File: config.mk
export PLATFORM = sky130hd
export DESIGN_NAME = interval_scheduler_flat
export DESIGN_NICKNAME = d
export VERILOG_FILES = /design/src/rtl/interval_scheduler_if.sv /design/src/rtl/interval_scheduler.sv /design/src/flat_wrapper.sv
export SDC_FILE = /design/constraint.sdc
export NUM_CORES = 1
export LEC_CHECK = 0
export CORE_MARGIN = 4
export CORE_UTILIZATION = 60
export DETAILED_ROUTE_END_ITERATION = 10
export HOLD_SLACK_MARGIN = 0.05
export PLACE_DENSITY = 0.84
export SLEW_MARGIN = 20
export SYNTH_ARGS = -nofsm -noshare
export SYNTH_HDL_FRONTEND = slang
export SYNTH_SLANG_ARGS = --single-unit
File: constraint.sdc
create_clock -name clock -period 13.5 [get_ports clock]
set_input_delay 2.025 -clock clock [delete_from_list [all_inputs] [get_ports clock]]
set_output_delay 2.025 -clock clock [all_outputs]
set_load 0.005 [all_outputs]
File: src/rtl/interval_scheduler_if.sv
// Signal bundle between the configuration/counter side (master) and the
// interval scheduler (slave). Clock and reset stay outside as plain ports.
interface interval_scheduler_if #(
   parameter int IDX_W      = 2,
   parameter int INTERVAL_W = 16,
   parameter int COUNT_W    = 21
);
   logic                  start;
   logic                  stop;
   logic                  hold;
   logic                  loop_en;
   logic                  cfg_we;
   logic [IDX_W-1:0]      cfg_addr;
   logic [INTERVAL_W-1:0] cfg_data;
   logic                  ctr_switch;
   logic [COUNT_W-1:0]    ctr_count;
   logic [INTERVAL_W-1:0] ctr_interval;
   logic                  ctr_interval_reset;
   logic                  ctr_enable;
   logic [IDX_W-1:0]      phase;
   logic                  busy;
   logic                  warn;
   logic                  phase_done;
   logic                  seq_done;
   logic                  cfg_err;

   modport master (
      output start, stop, hold, loop_en, cfg_we, cfg_addr, cfg_data,
             ctr_switch, ctr_count,
      input  ctr_interval, ctr_interval_reset, ctr_enable, phase, busy, warn,
             phase_done, seq_done, cfg_err
   );

   modport slave (
      input  start, stop, hold, loop_en, cfg_we, cfg_addr, cfg_data,
             ctr_switch, ctr_count,
      output ctr_interval, ctr_interval_reset, ctr_enable, phase, busy, warn,
             phase_done, seq_done, cfg_err
   );
endinterface

File: src/rtl/interval_scheduler.sv
// Phase sequencer for one interval counter: walks a table of phase durations,
// reloads the counter for each phase and advances on its terminal count.
module interval_scheduler #(
   parameter int N_PHASES    = 4,
   parameter int IDX_W       = 2,
   parameter int INTERVAL_W  = 16,
   parameter int COUNT_W     = 21,
   parameter int DEFAULT_MIN = 1
) (
   input logic                 clock,
   input logic                 reset_n,
   interval_scheduler_if.slave bus
);
   typedef enum logic [1:0] {S_IDLE, S_LOAD, S_RUN, S_NEXT} state_e;

   localparam logic [IDX_W:0]        SKIP_ALL    = (IDX_W+1)'(N_PHASES);
   localparam logic [IDX_W-1:0]      LAST_PHASE  = IDX_W'(N_PHASES - 1);
   localparam logic [COUNT_W-1:0]    SEC_PER_MIN = COUNT_W'(60);
   localparam logic [INTERVAL_W-1:0] RESET_LEN   = INTERVAL_W'(DEFAULT_MIN);

   state_e                state_q, state_d;
   logic [IDX_W-1:0]      phase_q, phase_d;
   logic [IDX_W:0]        skip_q, skip_d;
   logic [COUNT_W-1:0]    term_q, term_d;
   logic                  phase_done_q, phase_done_d;
   logic                  seq_done_q, seq_done_d;
   logic                  cfg_err_q, cfg_err_d;
   logic [INTERVAL_W-1:0] table_q [N_PHASES];

   logic [INTERVAL_W-1:0] cur_len;
   logic                  ctr_en;
   logic                  term_hit;

   assign cur_len  = table_q[phase_q];
   assign ctr_en   = (state_q == S_RUN) && !bus.hold;
   assign term_hit = ctr_en && (bus.ctr_count == term_q);

   // NOTE: the phase table sits on the async reset like the rest of the state,
   // so a reset mid-sequence restores every entry to the default duration.
   always_ff @(posedge clock or negedge reset_n) begin
      if (!reset_n) begin
         for (int i = 0; i < N_PHASES; i++) table_q[i] <= RESET_LEN;
      end else if (bus.cfg_we && (int'(bus.cfg_addr) < N_PHASES)) begin
         table_q[bus.cfg_addr] <= bus.cfg_data;
      end
   end

   // NOTE: state is updated with non-blocking assignments only, so every
   // register samples the values from before the clock edge.
   always_ff @(posedge clock or negedge reset_n) begin
      if (!reset_n) begin
         state_q      <= S_IDLE;
         phase_q      <= '0;
         skip_q       <= '0;
         term_q       <= '0;
         phase_done_q <= 1'b0;
         seq_done_q   <= 1'b0;
         cfg_err_q    <= 1'b0;
      end else begin
         state_q      <= state_d;
         phase_q      <= phase_d;
         skip_q       <= skip_d;
         term_q       <= term_d;
         phase_done_q <= phase_done_d;
         seq_done_q   <= seq_done_d;
         cfg_err_q    <= cfg_err_d;
      end
   end

   // NOTE: every signal gets a default before the case so no path leaves one
   // unassigned, which would otherwise infer a latch.
   always_comb begin
      state_d      = state_q;
      phase_d      = phase_q;
      skip_d       = skip_q;
      term_d       = term_q;
      phase_done_d = 1'b0;
      seq_done_d   = 1'b0;
      cfg_err_d    = 1'b0;

      if (bus.stop) begin
         state_d = S_IDLE;
         phase_d = '0;
         skip_d  = '0;
      end else begin
         unique case (state_q)
            S_IDLE: begin
               if (bus.start) state_d = S_LOAD;
            end
            S_LOAD: begin
               if (cur_len == '0) begin
                  skip_d  = skip_q + 1'b1;
                  state_d = S_NEXT;
               end else begin
                  term_d  = COUNT_W'(cur_len) * SEC_PER_MIN - COUNT_W'(1);
                  skip_d  = '0;
                  state_d = S_RUN;
               end
            end
            S_RUN: begin
               if (term_hit) begin
                  phase_done_d = 1'b1;
                  state_d      = S_NEXT;
               end
            end
            S_NEXT: begin
               // An all-zero table would otherwise spin through LOAD/NEXT forever.
               if (skip_q == SKIP_ALL) begin
                  cfg_err_d = 1'b1;
                  phase_d   = '0;
                  skip_d    = '0;
                  state_d   = S_IDLE;
               end else if ((phase_q == LAST_PHASE) && !bus.loop_en) begin
                  seq_done_d = 1'b1;
                  phase_d    = '0;
                  skip_d     = '0;
                  state_d    = S_IDLE;
               end else begin
                  phase_d = (phase_q == LAST_PHASE) ? '0 : phase_q + 1'b1;
                  state_d = S_LOAD;
               end
            end
            default: state_d = S_IDLE;
         endcase
      end
   end

   assign bus.ctr_interval       = cur_len;
   assign bus.ctr_interval_reset = (state_q == S_IDLE) || (state_q == S_LOAD);
   assign bus.ctr_enable         = ctr_en;
   assign bus.phase              = phase_q;
   assign bus.busy               = (state_q != S_IDLE);
   assign bus.warn               = bus.ctr_switch && (state_q == S_RUN);
   assign bus.phase_done         = phase_done_q;
   assign bus.seq_done           = seq_done_q;
   assign bus.cfg_err            = cfg_err_q;
endmodule

File: src/flat_wrapper.sv
// flat-port wrapper written by rule: the top's interface ports become plain ports
module interval_scheduler_flat 
#(
   parameter int N_PHASES    = 4,
   parameter int IDX_W       = 2,
   parameter int INTERVAL_W  = 16,
   parameter int COUNT_W     = 21,
   parameter int DEFAULT_MIN = 1
)
  (clock, reset_n, bus_start, bus_stop, bus_hold, bus_loop_en, bus_cfg_we, bus_cfg_addr, bus_cfg_data, bus_ctr_switch, bus_ctr_count, bus_ctr_interval, bus_ctr_interval_reset, bus_ctr_enable, bus_phase, bus_busy, bus_warn, bus_phase_done, bus_seq_done, bus_cfg_err);
  interval_scheduler_if #(.IDX_W(IDX_W), .INTERVAL_W(INTERVAL_W), .COUNT_W(COUNT_W)) bus_i ();
  input logic clock;
  input logic reset_n;
  input wire logic [$bits(bus_i.start)-1:0] bus_start;
  input wire logic [$bits(bus_i.stop)-1:0] bus_stop;
  input wire logic [$bits(bus_i.hold)-1:0] bus_hold;
  input wire logic [$bits(bus_i.loop_en)-1:0] bus_loop_en;
  input wire logic [$bits(bus_i.cfg_we)-1:0] bus_cfg_we;
  input wire logic [$bits(bus_i.cfg_addr)-1:0] bus_cfg_addr;
  input wire logic [$bits(bus_i.cfg_data)-1:0] bus_cfg_data;
  input wire logic [$bits(bus_i.ctr_switch)-1:0] bus_ctr_switch;
  input wire logic [$bits(bus_i.ctr_count)-1:0] bus_ctr_count;
  output wire logic [$bits(bus_i.ctr_interval)-1:0] bus_ctr_interval;
  output wire logic [$bits(bus_i.ctr_interval_reset)-1:0] bus_ctr_interval_reset;
  output wire logic [$bits(bus_i.ctr_enable)-1:0] bus_ctr_enable;
  output wire logic [$bits(bus_i.phase)-1:0] bus_phase;
  output wire logic [$bits(bus_i.busy)-1:0] bus_busy;
  output wire logic [$bits(bus_i.warn)-1:0] bus_warn;
  output wire logic [$bits(bus_i.phase_done)-1:0] bus_phase_done;
  output wire logic [$bits(bus_i.seq_done)-1:0] bus_seq_done;
  output wire logic [$bits(bus_i.cfg_err)-1:0] bus_cfg_err;
  assign bus_i.start = bus_start;
  assign bus_i.stop = bus_stop;
  assign bus_i.hold = bus_hold;
  assign bus_i.loop_en = bus_loop_en;
  assign bus_i.cfg_we = bus_cfg_we;
  assign bus_i.cfg_addr = bus_cfg_addr;
  assign bus_i.cfg_data = bus_cfg_data;
  assign bus_i.ctr_switch = bus_ctr_switch;
  assign bus_i.ctr_count = bus_ctr_count;
  assign bus_ctr_interval = bus_i.ctr_interval;
  assign bus_ctr_interval_reset = bus_i.ctr_interval_reset;
  assign bus_ctr_enable = bus_i.ctr_enable;
  assign bus_phase = bus_i.phase;
  assign bus_busy = bus_i.busy;
  assign bus_warn = bus_i.warn;
  assign bus_phase_done = bus_i.phase_done;
  assign bus_seq_done = bus_i.seq_done;
  assign bus_cfg_err = bus_i.cfg_err;
  interval_scheduler #(.N_PHASES(N_PHASES), .IDX_W(IDX_W), .INTERVAL_W(INTERVAL_W), .COUNT_W(COUNT_W), .DEFAULT_MIN(DEFAULT_MIN)) u_core (.clock(clock), .reset_n(reset_n), .bus(bus_i));
endmodule
==> results.yml <==
status:
  status: "finished clean"
synth:
  ys_seq_elements: 94
  synth_common_cells: "dfrtp_1, mux2_2, inv_1, ha_1, nand2_1"
  syn_area_per_cell_um2: 11.3
  syn_inst: 569
  ys_async_sr_fraction: 1.00
  yosysMostFrequentCell: "dfrtp_1"
  synth-seq-area-share: 0.367
  yosysTopAreaCell: "dfrtp_1"
  synth_top_cells_by_area: "dfrtp_1, mux2_2, fa_1"
  synth_nets: 683
  synth_edf_count: 0
  synth_flop_cell: "dfrtp_1"
  ys_warn_count: 0
  yosysUniqueCellTypes: 63
  synth_area_um2: 6430
  yosys.area.top_type_share: 0.350
placement:
  gp_congestion: 0.819
  io_buffers: 71
  dp_cells: 761
  dpl.hpwl_um: 9710
timing:
  finalSetupViolations: 0
  hold_viol: 0
  tns_ns: 0
  clock_skew_ns: 0.0151
  tightestPinTransition_ns: 0.924
  period_needed_ns: 5.37
  rsz0062_at_grt: "no"
  slew_headroom: 0.382
  max_freq_mhz: 186
  fin_crit_sh: 0.398
  slew_viol_final: 0
clock_network:
  path_clk_slew_ns: 0.10
  cts_tree: "done"
  cts_setup_buffers: 0
  cts.repair.resized: 0
  ctsHoldBuffers: 0
  root_buffer: "clkbuf_8"
  cts_buffers: 9
  clk-insertion-delay-late_ns: 0.37
  h-tree-depth: 3
  clkSinkCount: 94
  cts_buffer_depth: 2
die:
  design.core.area_um2: 10400
  die_height_um: 112
  die_area_um2: 12400
  pin_count: 72
  chipWidth_um: 112
  start_util: 0.620
  rows: 37
route:
  routed_wirelength_um: 13100
  drc: 0
  drtIter0Drc: 206
  vias_per_cell: 5.85
  via_count: 4548
  drtAntennaViolNets: 0
  drt_first_pass_iters: 4
  wl_per_cell_um: 16.9
grt:
  grt.total_usage: 0.224
  first_global_vias: 4750
  grt_overflow_total: 0
  grt_pass1_wl_um: 22900
  antenna_found_initial: 0
  grt_max_degree: 93
worst_setup_path:
  cp_data_arrival_time_ns: 5.63
  cpPeakStageDelay_ns: 0.87
  cp-start-kind: "flip-flop"
  path_cells: "mux4_1 -> inv_1 -> fa_1 -> fa_1 -> inv_1 -> ha_1 -> and2b_1 -> o2111ai_1 -> nand2_1 -> o311ai_1 -> and3_1 -> nand4b_1 -> o311a_1 -> a221o_1"
  worst_path_max_delay_cell: "dfrtp_1"
  cp.required_ns: 13.76
  path_buf_inv: 2
  path_class: "reg2reg"
  crit_family: "compound AO/OA/AOI/OAI gates"
  cp_max_fo: 19
  end_kind: "flip-flop"
finish:
  final_core_util: 0.724
  layout.nets: 750
  layout-area-overhead-vs-synth_pct: 16.7
  fin_cells: 777
  drive_gt1_frac: 0.164
  diodes: 0
  n_fill_cell: 695
hold_path:
  min_path_type: "reg2reg"
flow_run:
  cap_viol_max_count: 0
layout by cell type (no fill, tap or decap), types with 3 or more instances in the layout:
cell type / instances
xnor2_1: 15
a21o_1: 8
o21ai_1: 3
o21a_1: 4
o211ai_1: 5
o31ai_1: 3
mux4_1: 6
dfstp_2: 4
a31oi_1: 5
a211oi_1: 8
bufinv_16: 3
nand3b_1: 3
or3_1: 5
nor2_1: 21
xor2_1: 26
fa_1: 29
and3_1: 3
mux4_2: 10
nand2_1: 36
buf_4: 3
nand2b_1: 5
clkdlybuf4s50_1: 70
ha_1: 38
inv_1: 53
clkbuf_8: 9
o21ai_0: 22
dfrtp_1: 90
nor4_1: 5
mux2_2: 64
a21oi_1: 14
nor3_1: 9
nand3_1: 10
nand4_1: 8
cell families after synthesis:
| logic type | synth area share |
|---|---|
| multiplexers | 0.173 |
| XOR/XNOR | 0.0559 |
| adder cells (fa/ha/maj) | 0.164 |
| AND/OR/NAND/NOR | 0.0956 |
| flip-flops | 0.367 |
| buffers and inverters | 0.0432 |
| AO/OA/AOI/OAI | 0.101 |
path summary, 6_finish.rpt:
| path | from | endpoint | slack [ns] | cells past startpoint |
|---|---|---|---|---|
| worst max-delay path | u_core.bus.phase[1] | u_core.term_q[20] | 8.13 | 14 |
| worst min-delay path | u_core.skip_q[2] | u_core.skip_q[2] | 0.50 | 1 |
| worst max register to register | u_core.bus.phase[1] | u_core.term_q[20] | 8.13 | 14 |
| worst min register to register | u_core.skip_q[2] | u_core.skip_q[2] | 0.50 | 1 |
| max in group asynchronous | reset_n | u_core.table_q[27] | 11.11 | 2 |
| min in group asynchronous | reset_n | u_core.term_q[3] | 1.42 | 1 |
state kept, by name, indices dropped and copies added (netlist names):
name / cells
u_core.bus.cfg_err: 1
u_core.bus.phase: 2
u_core.bus.phase_done: 1
u_core.bus.seq_done: 1
u_core.skip_q: 3
u_core.state_q: 2
u_core.table_q: 64
u_core.term_q: 20
metal layers:
layer  vias to the layer above  routed length (um)  GRT usage  share of wire
met1                      2254                5680      0.290           0.43
met2                       114                6520      0.382           0.50
met5                         -                   0          0              0
li1                       2155                   -          -              -
met4                         0                 305     0.0811          0.023
met3                        25                 594     0.0402          0.045
cell type report:
type                    instances  area, um^2  share of cell area
inverters                      53         199              0.0265
well taps                     136         170              0.0227
multi-input cells             404        3800               0.506
clock buffers                  10         128              0.0170
flip-flops and latches         94        2360               0.314
clock inverters                 6         118              0.0157
repair buffers                 74         734              0.0979
per-stage QoR:
stage          setup WS, ns  hold slack (ns)  area [um^2]
6_report               8.13            0.500         7500
4_1_cts                8.14            0.501         7500
3_3_place_gp           8.32            0.471         7260
2_1_floorplan          8.15            0.451         6430
3_5_place_dp           8.13            0.474         7260
5_1_grt                7.74            0.519         7500
Power is left out: the tool's default activity adds up to more than one toggle a clock period on the data nets, which glitch-free logic cannot reach.
